==> src/rtl/sonata_in_pin_filter.sv <==
// Input pin conditioning: 2-flop synchroniser, optional per-pin glitch filter,
// edge detection on the clean level and sticky write-1-to-clear edge events.
module sonata_in_pin_filter #(
    parameter int unsigned NumPins      = 8,
    parameter int unsigned FilterCycles = 4,
    localparam int unsigned CntW        = $clog2(FilterCycles + 1)
) (
    input  logic               clk_i,
    input  logic               rst_ni,
    input  logic [NumPins-1:0] pins_i,
    input  logic [NumPins-1:0] filter_en_i,
    input  logic [NumPins-1:0] rise_en_i,
    input  logic [NumPins-1:0] fall_en_i,
    input  logic [NumPins-1:0] clear_i,
    output logic [NumPins-1:0] pins_o,
    output logic [NumPins-1:0] event_o,
    output logic               irq_o
);

    localparam logic [CntW-1:0] CntMax = CntW'(FilterCycles - 1);

    logic [NumPins-1:0] s1_q, s2_q;
    logic [NumPins-1:0] cand_q, cand_d;
    logic [CntW-1:0]    cnt_q [NumPins];
    logic [CntW-1:0]    cnt_d [NumPins];
    logic [NumPins-1:0] pins_q, pins_d;
    logic [NumPins-1:0] prev_q;
    logic [NumPins-1:0] event_q, event_d;
    logic               irq_q;
    logic [NumPins-1:0] rise, fall;

    // Candidate tracking runs even when the filter is disabled, so enabling
    // it later picks up from the current stable history.
    always_comb begin
        cand_d = cand_q;
        pins_d = pins_q;
        for (int i = 0; i < NumPins; i++) begin
            cnt_d[i] = cnt_q[i];
            if (s2_q[i] != cand_q[i]) begin
                cand_d[i] = s2_q[i];
                cnt_d[i]  = '0;
            end else if (cnt_q[i] < CntMax) begin
                cnt_d[i] = cnt_q[i] + 1'b1;
            end

            if (!filter_en_i[i]) begin
                pins_d[i] = s2_q[i];
            end else if ((s2_q[i] == cand_q[i]) && (cnt_q[i] == CntMax)) begin
                pins_d[i] = cand_q[i];
            end
        end
    end

    always_comb begin
        rise    = ~prev_q & pins_q;
        fall    = prev_q & ~pins_q;
        // Set has priority over a same-cycle clear.
        event_d = (event_q & ~clear_i) | (rise & rise_en_i) | (fall & fall_en_i);
    end

    always_ff @(posedge clk_i or negedge rst_ni) begin
        if (!rst_ni) begin
            s1_q    <= '0;
            s2_q    <= '0;
            cand_q  <= '0;
            pins_q  <= '0;
            prev_q  <= '0;
            event_q <= '0;
            irq_q   <= 1'b0;
            for (int i = 0; i < NumPins; i++) begin
                cnt_q[i] <= '0;
            end
        end else begin
            s1_q    <= pins_i;
            s2_q    <= s1_q;
            cand_q  <= cand_d;
            pins_q  <= pins_d;
            prev_q  <= pins_q;
            event_q <= event_d;
            irq_q   <= |event_d;
            for (int i = 0; i < NumPins; i++) begin
                cnt_q[i] <= cnt_d[i];
            end
        end
    end

    assign pins_o  = pins_q;
    assign event_o = event_q;
    assign irq_o   = irq_q;

endmodule

==> config.mk <==
export PLATFORM = sky130hd
export DESIGN_NAME = sonata_in_pin_filter
export DESIGN_NICKNAME = d
export VERILOG_FILES = /design/src/rtl/sonata_in_pin_filter.sv
export SDC_FILE = /design/constraint.sdc
export NUM_CORES = 1
export LEC_CHECK = 0
export CAP_MARGIN = 20
export CORE_MARGIN = 2
export CORE_UTILIZATION = 25
export CTS_CLUSTER_DIAMETER = 50
export DETAILED_ROUTE_END_ITERATION = 7
export SETUP_SLACK_MARGIN = 0.4
export SLEW_MARGIN = 20
export SYNTH_ARGS = -nofsm -noshare
export SYNTH_HDL_FRONTEND = slang
export SYNTH_SLANG_ARGS = --single-unit
==> constraint.sdc <==
create_clock -name clk_i -period 1.4 [get_ports clk_i]
set_input_delay 0.28 -clock clk_i [delete_from_list [all_inputs] [get_ports clk_i]]
set_output_delay 0.28 -clock clk_i [all_outputs]
set_load 0.02 [all_outputs]
==> impl_metrics.env, run 1 <==
export IMPL_grt_pass1_wl_um=10210
export IMPL_ios=59
export IMPL_multiInputGateArea_sq_um=1230
export IMPL_syn_area_per_cell_sq_um=11.05
export IMPL_max_vdd_ir_drop_mv=0.9799
export IMPL_yosysSeqAreaShare_pct=61.71
export IMPL_powerDensity_nw_per_um2=1834
export IMPL_cts_tree="yes"
export IMPL_first_pass_iters=4
export IMPL_grt_use_total_pct=10.18
export IMPL_synth_seq_cells=73
export IMPL_cts_max_level=3
export IMPL_wl_um=6222
export IMPL_core_area_sq_um=11470
export IMPL_final_min_clock_period_ps=1342
export IMPL_crit_top_cell="buf_4"
export IMPL_finalHoldViolCount=0
export IMPL_maxSlewHeadroom_pct=72.69
export IMPL_met1_length_um=2609
export IMPL_fin_total_pwr_mw=8.279
export IMPL_total_leakage_power_nw=1.948
export IMPL_layout_commonest_cell="dfrtp_1"
export IMPL_root_buffer="clkbuf_16"
export IMPL_status="finished clean"
export IMPL_drtIter0Drc=79
export IMPL_whs_path_depth=0
export IMPL_finClkSkew_ps=6.821
export IMPL_dieArea_sq_um=12730
export IMPL_syn_cell_area_sq_um=2960
export IMPL_antenna_found_initial=0
export IMPL_topRoutingLayerUsed="met4"
export IMPL_gp_congestion=0.6836
export IMPL_hold_end="s2_q[0]"
export IMPL_cts_made_buffers=9
export IMPL_synth_nets=326
export IMPL_cp_num_buf_inv=2
export IMPL_critPathArrivalTime_ps=1060
export IMPL_finalSetupViolCount=0
export IMPL_rsz0062_at_grt="true"
export IMPL_dp_cells=464
export IMPL_io_buffers=58
export IMPL_synth_cell_type_count=18
export IMPL_area_growth_synth_to_final_pct=52.45
export IMPL_required_ps=1120
export IMPL_max_freq_mhz=745.1
export IMPL_layout_nets=420
export IMPL_mostFrequentLayoutCells="dfrtp_1, clkdlybuf4s50_1, buf_4, nand2_1, nor2_1"
export IMPL_insertion_delay_ps=330
export IMPL_rows=39
export IMPL_die_w_um=112.8
export IMPL_start_util_pct=25.82
export IMPL_grt_max_degree=74
export IMPL_cp_max_fo=4
export IMPL_num_vias=2238
export IMPL_r2r_start="pins_o[0]"
export IMPL_avgViaCountPerCell=4.388
export IMPL_crit_path_top_delay_cell="dfrtp_2"
export IMPL_reg2regPathDepth=5
export IMPL_worstSetupPathType="reg -> out"
export IMPL_dpl_hpwl_um=4096
export IMPL_max_stage_delay_ps=430
export IMPL_start_kind="flip-flop"
export IMPL_dr_wl_met3_um=282
export IMPL_synth_warnings=0
export IMPL_fin_crit_sh_pct=95.86
export IMPL_r2r_slack_ps=150
export IMPL_seq_area_sq_um=1837
export IMPL_hp_class="reg -> reg"
export IMPL_path_delay_family="flip-flops"
export IMPL_hp_start="s1_q[0]"
export IMPL_grt_overflow=0
export IMPL_max_cap_viol_count=0
export IMPL_antenna_cells=0
export IMPL_drive_above_1_share_pct=34.88
export IMPL_drv_slew=0
export IMPL_cts_sinks=73
export IMPL_num_fill_cells=1092
export IMPL_wl_met2_um=3278
export IMPL_cts_path_max_buffers=2
export IMPL_fin_area_sq_um=4513
export IMPL_wl_per_cell_um=12.20
export IMPL_grt_pass1_vias=2307
export IMPL_worstMarginPinSlew_ps=409.7
export IMPL_drc=0
export IMPL_end_kind="output port"
export IMPL_worstPathCellList="buf_4, buf_4"
export IMPL_place_area_sq_um=3852
export IMPL_syn_instance_count=268
export IMPL_die_h_um=112.8
export IMPL_fin_cells=510
export IMPL_rr_endpoint="irq_o"
export IMPL_clkSlewWorstSetupHoldPaths_ps=60
export IMPL_final_antenna_net_count=0
-- flip-flops by register name, summed over array words and instances, names as in the netlist --
signal	cells
cand_q	8
cnt_q	24
event_o	8
irq_o	1
pins_o	8
prev_q	8
s1_q	8
s2_q	8
-- through the flow --
| step | setup slack [ps] | hold slack [ps] | utilization (%) | TNS, ps |
|---|---|---|---|---|
| final | 57.97 | 341.3 | 39.36 | 0 |
| after CTS | 91.33 | 343.8 | 37.99 | 0 |
| after floorplan | 299.4 | -15.59 | - | 0 |
| after detailed placement | -237.9 | 334.7 | 33.60 | -237.9 |
| after global placement | -215.2 | 333.2 | 33.60 | -215.2 |
| after global routing | -22.55 | 347.0 | 39.36 | -22.55 |
-- final cells by class --
cell class / count / area share, %
repair buffers: 91 / 19.10
well taps: 143 / 3.965
inverters: 24 / 1.996
flip-flops and latches: 73 / 40.70
clock buffers: 12 / 5.905
clock inverters: 4 / 1.081
multi-input cells: 163 / 27.25
-- cell usage after synthesis (all sizes together) --
| cell type | instances | share of area [%] |
|---|---|---|
| a21oi | 32 | 5.4 |
| clkbuf | 8 | 1.0 |
| dfrtp | 73 | 62 |
| ha | 16 | 6.8 |
| inv | 24 | 3.0 |
| nand2 | 25 | 3.2 |
| nand2b | 8 | 1.7 |
| nand3b | 8 | 2.0 |
| nor2 | 24 | 3.0 |
| nor3 | 8 | 1.4 |
| nor3b | 8 | 2.0 |
| nor4 | 2 | 0.63 |
| o211ai | 8 | 2.7 |
| o21ai | 8 | 1.4 |
| o22ai | 8 | 1.7 |
| xor2 | 8 | 2.4 |
-- worst max-delay path by stage --
| stage | slack (ps) | cells after the start | to | from |
|---|---|---|---|---|
| after floorplan | 300 | 4 | irq_o | pins_o[2] |
| after global placement | -220 | 5 | irq_o | clear_i[2] |
| after detailed placement | -240 | 5 | irq_o | clear_i[2] |
| after CTS | 90 | 5 | irq_o | pins_o[3] |
| after global routing | -20 | 5 | irq_o | pins_o[6] |
| final | 60 | 2 | pins_o[4] | pins_o[4] |
-- metal layers --
layer  vias to the layer above  GRT usage (%)
met4                         0          4.146
met3                         5          4.017
li1                       1090              -
met1                      1102          11.05
met5                         -              0
met2                        41          17.76
-- kinds of logic after synthesis --
| logic type | after synthesis | synth area share (%) |
|---|---|---|
| buf+inv | 32 | 4.058 |
| compound gates | 56 | 11.16 |
| flops | 73 | 61.71 |
| simple gates | 83 | 13.95 |
| xor+xnor | 8 | 2.367 |
| fa+ha+maj | 16 | 6.762 |
-- power by group --
part | internal [mW] | switching, mW
registers | 2.62 | 0.428
logic | 1.52 | 1.34
clock network | 1.52 | 0.849
-- timing repair --
action / in CTS / in global routing
hold buffers: 1 / 0
hold endpoints to repair: 73 / 0
endpoints found under the setup margin: 38 / 40
resized for setup: 108 / 27
setup buffers: 21 / 8
pin swaps: 15 / 8
-- worst register-to-register path, cell delays in order (launching register included) --
cell	delay, ps
dfrtp_2	370
buf_4	140
nand3b_1	120
o211ai_2	110
nor4_2	330
nand2_2	60
Power figures use the tool's default switching activity.
==> run 2, diff against run 1 <==
Settings changed: TNS_END_PERCENT set to 20.
==> run 2 against run 1 <==
Global-route usage is 0.21 points higher. Power is 3.7% lower. Sequential cell count stayed put. Worst hold slack better by 9.3 ps. Worst setup slack better by 59 ps.
==> impl_metrics.env, run 2 (same netlist as run 1, synthesis figures left out) <==
export IMPL_largest_reg_flops=24
export IMPL_final_antenna_net_count=0
export IMPL_max_vdd_ir_drop_mv=0.5754
export IMPL_dieArea_sq_um=12730
export IMPL_drc=0
export IMPL_drv_slew=0
export IMPL_finalHoldViolCount=0
export IMPL_maxSlewHeadroom_pct=70.59
export IMPL_worstMarginPinSlew_ps=441.2
export IMPL_total_leakage_power_nw=1.932
export IMPL_worstSetupPathType="reg -> out"
export IMPL_drive_above_1_share_pct=31.98
export IMPL_cp_max_fo=2
export IMPL_cts_max_level=3
export IMPL_hold_ws_ps=350.6
export IMPL_insertion_delay_ps=330
export IMPL_grt_util_met3_pct=4.928
export IMPL_cts_sinks=73
export IMPL_dp_cells=466
export IMPL_ios=59
export IMPL_die_w_um=112.8
export IMPL_tns_ps=0
export IMPL_end_kind="output port"
export IMPL_required_ps=1120
export IMPL_wl_um=6322
export IMPL_clkSlewWorstSetupHoldPaths_ps=60
export IMPL_grt_max_degree=32
export IMPL_layout_commonest_cell="dfrtp_1"
export IMPL_crit_path_top_delay_cell="dfrtp_2"
export IMPL_path_delay_family="flip-flops"
export IMPL_grt_use_total_pct=10.39
export IMPL_start_kind="flip-flop"
export IMPL_grt_pass1_vias=2346
export IMPL_antenna_cells=0
export IMPL_die_h_um=112.8
export IMPL_top_register="cnt_q"
export IMPL_root_buffer="clkbuf_16"
export IMPL_antenna_found_initial=0
export IMPL_num_vias=2238
export IMPL_top_usage_layer="met2"
export IMPL_layout_nets=422
export IMPL_drtIter0Drc=59
export IMPL_final_min_clock_period_ps=1283
export IMPL_dpl_hpwl_um=4281
export IMPL_cts_made_buffers=9
export IMPL_grt_pass1_wl_um=10460
export IMPL_cp_num_buf_inv=2
export IMPL_worstPathCellList="buf_4, buf_6"
export IMPL_fin_crit_sh_pct=91.65
export IMPL_status="finished clean"
export IMPL_max_stage_delay_ps=410
export IMPL_first_pass_iters=3
export IMPL_cts_tree="yes"
export IMPL_met1_usage_pct=11.98
export IMPL_mostFrequentLayoutCells="dfrtp_1, clkdlybuf4s50_1, buf_4, nor2_1"
export IMPL_fin_cells=512
export IMPL_grt_overflow=0
export IMPL_post_place_ws_ps=-169.2
export IMPL_gp_congestion=0.6847
export IMPL_critPathArrivalTime_ps=1000
export IMPL_area_growth_synth_to_final_pct=50.85
export IMPL_worst_slack_ps=116.9
export IMPL_core_area_sq_um=11470
export IMPL_avgViaCountPerCell=4.371
export IMPL_start_util_pct=25.82
export IMPL_wl_per_cell_um=12.35
export IMPL_finClkSkew_ps=5.270
export IMPL_max_cap_viol_count=0
export IMPL_rows=39
export IMPL_max_freq_mhz=779.4
export IMPL_io_buffers=58
export IMPL_finalSetupViolCount=0
export IMPL_cts_path_max_buffers=2
export IMPL_powerDensity_nw_per_um2=1786
export IMPL_grt_use_met2_pct=17.29
export IMPL_hp_class="reg -> reg"
export IMPL_rsz0062_at_grt="true"
run 2: changes by cell type in the layout (fill, tap and decap cells not counted), moves of 4 or more:
cell	previous run	this run
inv_1	9	19
inv_2	15	5
buf_2	0	8
buf_6	17	11
o21ai_0	3	8
o21ai_2	4	0
run 2: final timing paths:
path	start	endpoint	slack [ps]	cells past startpoint
max in group asynchronous	rst_ni	cnt_q[3]	470	3
min reg2reg	s1_q[6]	s2_q[6]	350	0
max reg2reg	pins_o[3]	irq_o	210	5
min in group asynchronous	rst_ni	s2_q[2]	440	2
min	s1_q[6]	s2_q[6]	350	0
max	pins_o[3]	pins_o[3]	120	2
run 2: repair_timing:
item	4_1_cts	5_1_grt
buffers inserted	7	22
resized for setup	87	32
setup endpoints to repair	42	89
hold endpoints to repair	29	0
pin swaps	5	17
hold buffers	1	0
run 2: area by class of cell:
cell class	instances	area, sq um
clock buffers	11	232.7
clock inverters	5	56.30
fillers	1096	7002
inverters	24	90.09
multi-input cells	163	1210
flip-flops and latches	73	1838
well taps	143	178.9
repair buffers	93	859.6
run 2: worst reg2reg max path, delay by kind of cell, from the launching register on:
| kind | cells | cell delay, ps |
|---|---|---|
| compound gates | 1 | 120 |
| buf+inv | 1 | 110 |
| flops | 1 | 370 |
| simple gates | 3 | 470 |
run 2: where the power goes:
part | leakage [nW] | total [mW] | switching [mW] | internal (mW)
sequential | 0.880 | 3.04 | 0.422 | 2.62
clock | 0.139 | 2.23 | 0.857 | 1.38
combinational | 0.912 | 2.70 | 1.27 | 1.43
run 2: metal layers:
metal  share of wire [%]  wire (um)
met1                  44       2763
met2                  49       3098
met3                 6.0        379
met4                 1.3         81
met5                   0          0
run 2: stage by stage:
stage	utilization, %	instance area (sq um)	total power, mW
2_1_floorplan	-	3003	4.225
3_3_place_gp	33.07	3792	4.912
3_5_place_dp	33.07	3792	5.046
4_1_cts	36.05	4134	7.381
5_1_grt	38.94	4466	8.565
6_report	38.94	4466	7.975
==> run 3, diff against run 2 <==
Settings changed: CORE_MARGIN 2 to unset, SLEW_MARGIN 20 to unset.
==> run 3 against run 2 <==
Wire length decreased by 9.4%. Worst setup slack better by 52 ps. Highest routed layer unchanged. Non-clock buffer count down 13. Via count decreased by 4.6%. Clock power hardly changed. Combinational power shrank 16%. Worst hold slack worse by 5.6 ps. First-iteration DRC count fell by 8.5%. Sequential cell count did not move. Critical path depth rose by 3.
==> impl_metrics.env, run 3 (same netlist as run 1, synthesis figures left out) <==
export IMPL_max_vdd_ir_drop_mv=0.6649
export IMPL_layout_commonest_cell="dfrtp_1"
export IMPL_first_pass_iters=4
export IMPL_core_area_sq_um=11470
export IMPL_worstMarginPinSlew_ps=396.3
export IMPL_powerDensity_nw_per_um2=1776
export IMPL_r2r_start="pins_o[2]"
export IMPL_drive_above_1_share_pct=23.60
export IMPL_drv_slew=0
export IMPL_root_buffer="clkbuf_16"
export IMPL_layout_nets=409
export IMPL_area_growth_synth_to_final_pct=43.74
export IMPL_seq_area_sq_um=1837
export IMPL_multiInputGateArea_sq_um=1104
export IMPL_total_leakage_power_nw=1.852
export IMPL_io_buffers=58
export IMPL_ios=59
export IMPL_top_register="cnt_q"
export IMPL_cts_path_max_buffers=2
export IMPL_start_util_pct=25.82
export IMPL_max_cap_viol_count=0
export IMPL_max_freq_mhz=812.1
export IMPL_hp_start="s1_q[4]"
export IMPL_drc=0
export IMPL_grt_pass1_vias=2208
export IMPL_r2r_slack_ps=170
export IMPL_rr_endpoint="irq_o"
export IMPL_wl_per_cell_um=11.48
export IMPL_antenna_found_initial=0
export IMPL_wl_um=5728
export IMPL_grt_use_total_pct=9.844
export IMPL_cts_sinks=73
export IMPL_grt_overflow=0
export IMPL_drtIter0Drc=54
export IMPL_cts_made_buffers=9
export IMPL_antenna_cells=0
export IMPL_hold_end="s2_q[4]"
export IMPL_die_h_um=110.8
export IMPL_dieArea_sq_um=12280
export IMPL_rsz0062_at_grt="true"
export IMPL_required_ps=1600
export IMPL_worst_slack_ps=168.7
export IMPL_fin_crit_sh_pct=87.95
export IMPL_die_w_um=110.8
export IMPL_gp_congestion=0.6654
export IMPL_final_min_clock_period_ps=1231
export IMPL_dpl_hpwl_um=3946
export IMPL_post_place_ws_ps=-141.3
export IMPL_hold_ws_ps=345.1
export IMPL_cp_max_fo=5
export IMPL_largest_reg_flops=24
export IMPL_start_kind="flip-flop"
export IMPL_num_vias=2135
export IMPL_fin_total_pwr_mw=7.558
export IMPL_finClkSkew_ps=4.485
export IMPL_avgViaCountPerCell=4.279
export IMPL_maxSlewHeadroom_pct=73.58
export IMPL_whs_path_depth=0
export IMPL_fin_area_sq_um=4255
export IMPL_num_fill_cells=1121
export IMPL_place_area_sq_um=3772
export IMPL_insertion_delay_ps=320
export IMPL_finalHoldViolCount=0
export IMPL_status="finished clean"
export IMPL_reg2regPathDepth=5
export IMPL_clkSlewWorstSetupHoldPaths_ps=50
export IMPL_critPathArrivalTime_ps=1440
export IMPL_worstSetupPathType="reg -> reg"
export IMPL_end_kind="flip-flop"
export IMPL_hp_class="reg -> reg"
export IMPL_grt_max_degree=74
export IMPL_rows=39
export IMPL_final_antenna_net_count=0
export IMPL_mostFrequentLayoutCells="dfrtp_1, clkdlybuf4s50_1, a21oi_1"
export IMPL_cts_max_level=3
export IMPL_grt_pass1_wl_um=9742
export IMPL_finalSetupViolCount=0
export IMPL_cts_tree="yes"
## run 3: area by class of cell
class                   count  area share (%)
clock buffers              11           5.704
clock inverters             5           1.294
multi-input cells         163           25.93
well taps                 143           4.205
flip-flops and latches     73           43.16
inverters                  24           2.117
repair buffers             80           17.58
## run 3: power by group
group / leakage (nW) / switching, mW / internal (mW) / total, mW
Combinational: 0.829 / 1.08 / 1.18 / 2.26
Sequential: 0.882 / 0.438 / 2.62 / 3.06
Clock: 0.142 / 0.819 / 1.42 / 2.24
Total: 1.85 / 2.34 / 5.22 / 7.56
## run 3: metal layers
metal | GRT usage [%] | part of all wire (%) | wire (um) | vias to the layer above
met5 | 0 | 0 | 0 | -
met4 | 3.733 | 1.1 | 64 | 0
met3 | 3.554 | 5.1 | 293 | 8
met2 | 16.40 | 49 | 2794 | 54
met1 | 11.56 | 45 | 2576 | 1007
li1 | - | - | - | 1066
## run 3: worst max-delay path, stage by stage (launching register included)
cell and delay (ps):
dfrtp_2 430, nand3b_1 120, o211ai_1 120, nor4_2 260, buf_4 150, nand2_2 30
## run 3: worst max path at each step
stage	end	from	depth (start not counted)	slack, ps
5_1_grt	irq_o	pins_o[2]	5	100
4_1_cts	irq_o	pins_o[0]	5	150
6_report	irq_o	pins_o[2]	5	170
2_1_floorplan	cnt_q[11]	cnt_q[10]	5	300
3_5_place_dp	irq_o	clear_i[2]	6	-140
3_3_place_gp	irq_o	clear_i[2]	6	-150
## run 3: metrics by stage
step           setup TNS [ps]  util (%)  instances
5_1_grt                     0     37.11        499
4_1_cts                     0     35.77        487
2_1_floorplan               0         -        268
3_5_place_dp           -141.3     32.90        465
6_report                    0     37.11        499
3_3_place_gp           -146.6     32.90        465
## run 3: repair_timing
item,in CTS,in global routing
gates resized for setup,78,19
pin swaps,4,8
endpoints found under the setup margin,41,43
hold buffers,1,0
endpoints found under the hold margin,73,0
cloned,0,0
buffers inserted,5,12
==> edit 1, RTL diff (config.mk and constraints of run 3) <==
Set the parameter `FilterCycles` to 2 (it was 4).
--- a/src/rtl/sonata_in_pin_filter.sv
+++ b/src/rtl/sonata_in_pin_filter.sv
@@ -2,7 +2,7 @@
 // edge detection on the clean level and sticky write-1-to-clear edge events.
 module sonata_in_pin_filter #(
     parameter int unsigned NumPins      = 8,
-    parameter int unsigned FilterCycles = 4,
+    parameter int unsigned FilterCycles = 2,
     localparam int unsigned CntW        = $clog2(FilterCycles + 1)
 ) (
     input  logic               clk_i,
Behaviour: not the same (a bounded check fails within 10 cycles, from zero or initial values and one cycle with rst_ni low).
==> edit 1 against run 3 <==
  * Sequential power shrank 12%
  * Die area shrank 10%
  * Setup slack gained 0.0077 ns
  * Sequential cell count shrank 8
  * Power shrank 15%
  * Routed wire length shrank 16%
  * Count of clock-buffer cells in the layout grew 3
  * Synthesized area shrank 10%
  * Critical path depth is the same
  * Design area shrank 14%
  * Synthesized cell count shrank 15%
  * Critical endpoint unchanged
==> edit 1: results <==
metrics = {
    "grt": {
        "grt_start_max_net_pins": 66,
        "grt_pass1_wl_um": 8100,
        "grt_util_all_layers": 0.09568,
    },
    "finish": {
        "drive_gt1_frac": 0.1889,
        "largest_register_ffs": 16,
        "nets": 360,
        "fill_cells": 1013,
    },
    "power_and_ir_drop": {
        "p_leak_nw": 1.649,
        "peakVddDrop_mv": 0.4668,
        "power_switching_mw": 2.149,
    },
    "routing": {
        "vias": 1812,
        "drt_iter0_drc": 40,
    },
    "placed_design": {
        "place_congestion": 0.6889,
    },
    "sta": {
        "whs_ns": 0.3488,
        "slew_headroom": 0.7065,
    },
    "run_status": {
        "status": "completed",
    },
    "critical_path": {
        "reg2reg_from": "pins_o[7]$_DFFE_PN0P_",
        "crit_fanout": 4,
    },
    "synthesis": {
        "syn_nets": 286,
        "ys.warnings.count": 0,
        "ys_types": 17,
        "synth.area.top_cells": "dfrtp_1, ha_1, inv_1",
        "yosysSeqAreaShare": 0.6115,
    },
    "clock_network": {
        "clkSlewWorstSetupHoldPaths_ns": 0.07,
        "cts_root_buf": "clkbuf_8",
    },
}
==> edit 1: how the worst max path moves through the flow <==
stage	from	to	slack, ns	cells past startpoint
after floorplan	pins_o[5]$_DFFE_PN0P_	irq_o$_DFF_PN0_	0.30	4
after global placement	clear_i[5]	irq_o$_DFF_PN0_	-0.22	5
after detailed placement	clear_i[5]	irq_o$_DFF_PN0_	-0.23	5
after CTS	pins_o[7]$_DFFE_PN0P_	irq_o$_DFF_PN0_	0.15	5
after global routing	pins_o[2]$_DFFE_PN0P_	irq_o$_DFF_PN0_	0.11	5
final	pins_o[7]$_DFFE_PN0P_	irq_o$_DFF_PN0_	0.18	5
==> edit 1: what timing repair did <==
| action | in CTS | in global routing |
|---|---|---|
| hold buffers | 1 | 0 |
| resized for setup | 84 | 3 |
| pin swaps | 3 | 1 |
| setup buffers | 6 | 1 |
| endpoints found under the setup margin | 36 | 43 |
| gates cloned | 0 | 0 |
| hold endpoints to repair | 65 | 0 |
==> edit 1: final cells by class <==
| cell class | instances | area [um^2] | share of cell area |
|---|---|---|---|
| clock buffer | 14 | 162.7 | 0.04441 |
| clock inverter | 2 | 12.51 | 0.003416 |
| inverter | 30 | 112.6 | 0.03075 |
| multi-input combinational | 125 | 917.1 | 0.2504 |
| sequential | 65 | 1637 | 0.4469 |
| tap | 136 | 170.2 | 0.04646 |
| timing repair buffer | 71 | 650.6 | 0.1777 |
==> edit 1: metrics by stage <==
step	cells	worst slack, ns	power [mW]	util	area (um^2)
final	443	0.1764	6.407	0.3547	3662
after global routing	443	0.1114	6.919	0.3547	3662
after CTS	442	0.1495	6.501	0.3528	3642
after detailed placement	419	-0.2266	4.990	0.3328	3436
after global placement	419	-0.2172	4.879	0.3328	3436
after floorplan	228	0.2993	4.125	-	2670
==> edit 1: critical path: stages (launching register included) <==
cell and delay [ns]:
dfrtp_2 0.36, buf_6 0.10, nand3b_1 0.15, o211ai_4 0.11
nor4_4 0.30, nand2_1 0.08
==> edit 1: kinds of logic after synthesis <==
logic type / synth area share
and+or+nand+nor: 0.1002
AOI/OAI and AO/OA: 0.07667
buffers and inverters: 0.05362
xor gates and xnor gates: 0.05268
muxes: 0.03010
DFF: 0.6115
adders and majority gates: 0.07526
==> edit 1: power by group through the flow <==
stage / Clock (mW) / Sequential [mW] / Combinational [mW]
5_1_grt: 1.58 / 2.77 / 2.57
4_1_cts: 1.50 / 2.71 / 2.30
2_1_floorplan: 0 / 2.89 / 1.23
3_5_place_dp: 0 / 2.74 / 2.25
6_report: 1.42 / 2.70 / 2.29
3_3_place_gp: 0 / 2.72 / 2.16
==> edit 1: layer usage <==
layer	track usage	share of wire
met1	0.1173	0.47
met2	0.1481	0.47
met3	0.03618	0.045
met4	0.04527	0.018
met5	0	0
==> edit 2, RTL diff (flow settings as in run 3) <==
Without the edit above. Reset style: synchronous (`rst_ni`), changed in one clocked block.
--- a/src/rtl/sonata_in_pin_filter.sv
+++ b/src/rtl/sonata_in_pin_filter.sv
@@ -58,7 +58,7 @@
         event_d = (event_q & ~clear_i) | (rise & rise_en_i) | (fall & fall_en_i);
     end
 
-    always_ff @(posedge clk_i or negedge rst_ni) begin
+    always_ff @(posedge clk_i) begin
         if (!rst_ni) begin
             s1_q    <= '0;
             s2_q    <= '0;
Formal check against the unedited RTL: differs if rst_ni is asserted again (counterexample within 4 cycles, from zero or initial values and one cycle with rst_ni low); with rst_ni held inactive, the same outputs for 10 cycles.
==> edit 2 against run 3 <==
  * Setup slack better by 0.085 ns
  * Critical path depth fell by 1
  * Synthesized area is 0.55% lower
  * Design area increased by 0.38%
  * Sequential cell count stayed put
  * Power decreased by 22%
  * Routed wire length is 5.6% higher
  * Clock power down 11%
==> edit 2: results <==
metrics = {
    "run_status": {
        "status": "completed",
    },
    "finish": {
        "nets": 446,
        "drive_gt1_frac": 0.2468,
        "fill_cells": 1176,
    },
    "grt": {
        "grt_util_all_layers": 0.1070,
        "grt_pass1_vias": 2300,
        "antenna_found_initial": 0,
        "grt_start_max_net_pins": 58,
        "grt_pass1_wl_um": 10380,
    },
    "critical_path": {
        "cp_top_family": "buffers and inverters",
        "max_stage_delay_ns": 0.49,
        "crit_arrival_ns": 1.35,
        "crit_fanout": 2,
        "slowest_stage": "clkdlybuf4s50_1",
    },
    "synthesis": {
        "syn_nets": 372,
        "yosysSeqAreaShare": 0.4964,
        "async_flop_share": 0,
        "synthFlopType": "dfxtp_1",
        "synth_commonest_cells": "dfxtp_1, and2_1, nand2_1, nor2_1, inv_1",
        "ys_types": 26,
        "synth.avg_cell_area_um2": 9.376,
    },
    "routing": {
        "wl_per_cell_um": 11.29,
        "vias": 2317,
        "routed_wl_um": 6050,
        "drt_iter0_drc": 71,
    },
    "placed_design": {
        "dpl.cell_count": 513,
        "place_ws_ns": -0.1850,
        "portBuffers": 58,
        "dpl_cell_area_um2": 3946,
        "dp_hpwl_um": 4289,
        "place_congestion": 0.7244,
    },
    "sta": {
        "fin_worst_skew_ns": 0.004667,
        "slew_headroom": 0.8139,
        "final.period_utilization": 0.8188,
    },
    "power_and_ir_drop": {
        "p_leak_nw": 1.653,
        "peakVddDrop_mv": 0.4478,
        "swShare": 0.2796,
    },
    "clock_network": {
        "cts_root_buf": "clkbuf_16",
    },
}
==> edit 2: power groups by stage <==
stage / Clock, mW / Combinational [mW] / Sequential, mW
3_5_place_dp: 0 / 1.16 / 2.74
2_1_floorplan: 0 / 0.767 / 2.72
5_1_grt: 2.19 / 1.39 / 2.74
3_3_place_gp: 0 / 1.11 / 2.71
4_1_cts: 2.09 / 1.17 / 2.69
6_report: 1.99 / 1.19 / 2.69
==> edit 2: worst paths after layout <==
check	start	end	slack [ns]	cells after the start
setup reg to reg	pins_o[2]$_SDFFE_PN0P_	irq_o$_SDFF_PN0_	0.26	4
hold / removal	s1_q[6]$_SDFF_PN0_	s2_q[6]$_SDFF_PN0_	0.43	1
setup / recovery	clear_i[2]	irq_o$_SDFF_PN0_	0.25	4
hold reg to reg	s1_q[6]$_SDFF_PN0_	s2_q[6]$_SDFF_PN0_	0.43	1
==> edit 2: cell families (layout without fill, tap and decap cells) <==
kind of cell	Yosys count	in the layout	synth area share
AOI/OAI and AO/OA	70	70	0.1645
DFF	73	73	0.4964
xor gates and xnor gates	8	8	0.02380
adders and majority gates	16	16	0.06800
buffers and inverters	30	109	0.04207
and+or+nand+nor	117	117	0.2053
==> edit 2: metal layers <==
metal	up-vias	part of all wire	GRT usage
li1	1213	-	-
met5	-	0	0
met1	1047	0.48	0.1276
met4	0	0.017	0.03467
met2	49	0.45	0.1681
met3	8	0.053	0.05159
==> edit 2: metrics by stage <==
stage          utilization  hold slack, ns
2_1_floorplan            -          0.4073
3_3_place_gp        0.3441          0.4146
3_5_place_dp        0.3441          0.4185
4_1_cts             0.3681          0.4259
5_1_grt             0.3725          0.4449
6_report            0.3725          0.4278
==> edit 2: worst register-to-register path, delay by kind of cell, from the launching register on <==
family          cells  cell delay, ns
compound gates      2            0.23
flops               1            0.36
simple gates        2            0.43
==> edit 2: what timing repair did <==
item                                   4_1_cts  5_1_grt
endpoints found under the hold margin        0        0
pin swaps                                    3        7
resized for setup                           91       19
buffers inserted                             4        3
cloned                                       0        0
setup endpoints to repair                   36       37
==> edit 2: final cells by class <==
| class | instances | area [um^2] | share of cell area |
|---|---|---|---|
| inverters | 24 | 90.09 | 0.02109 |
| multi-input cells | 211 | 1587 | 0.3714 |
| flip-flops and latches | 73 | 1526 | 0.3574 |
| repair buffers | 69 | 633.1 | 0.1482 |
| clock inverters | 4 | 20.02 | 0.004687 |
| clock buffers | 12 | 236.5 | 0.05536 |
| well taps | 143 | 178.9 | 0.04189 |
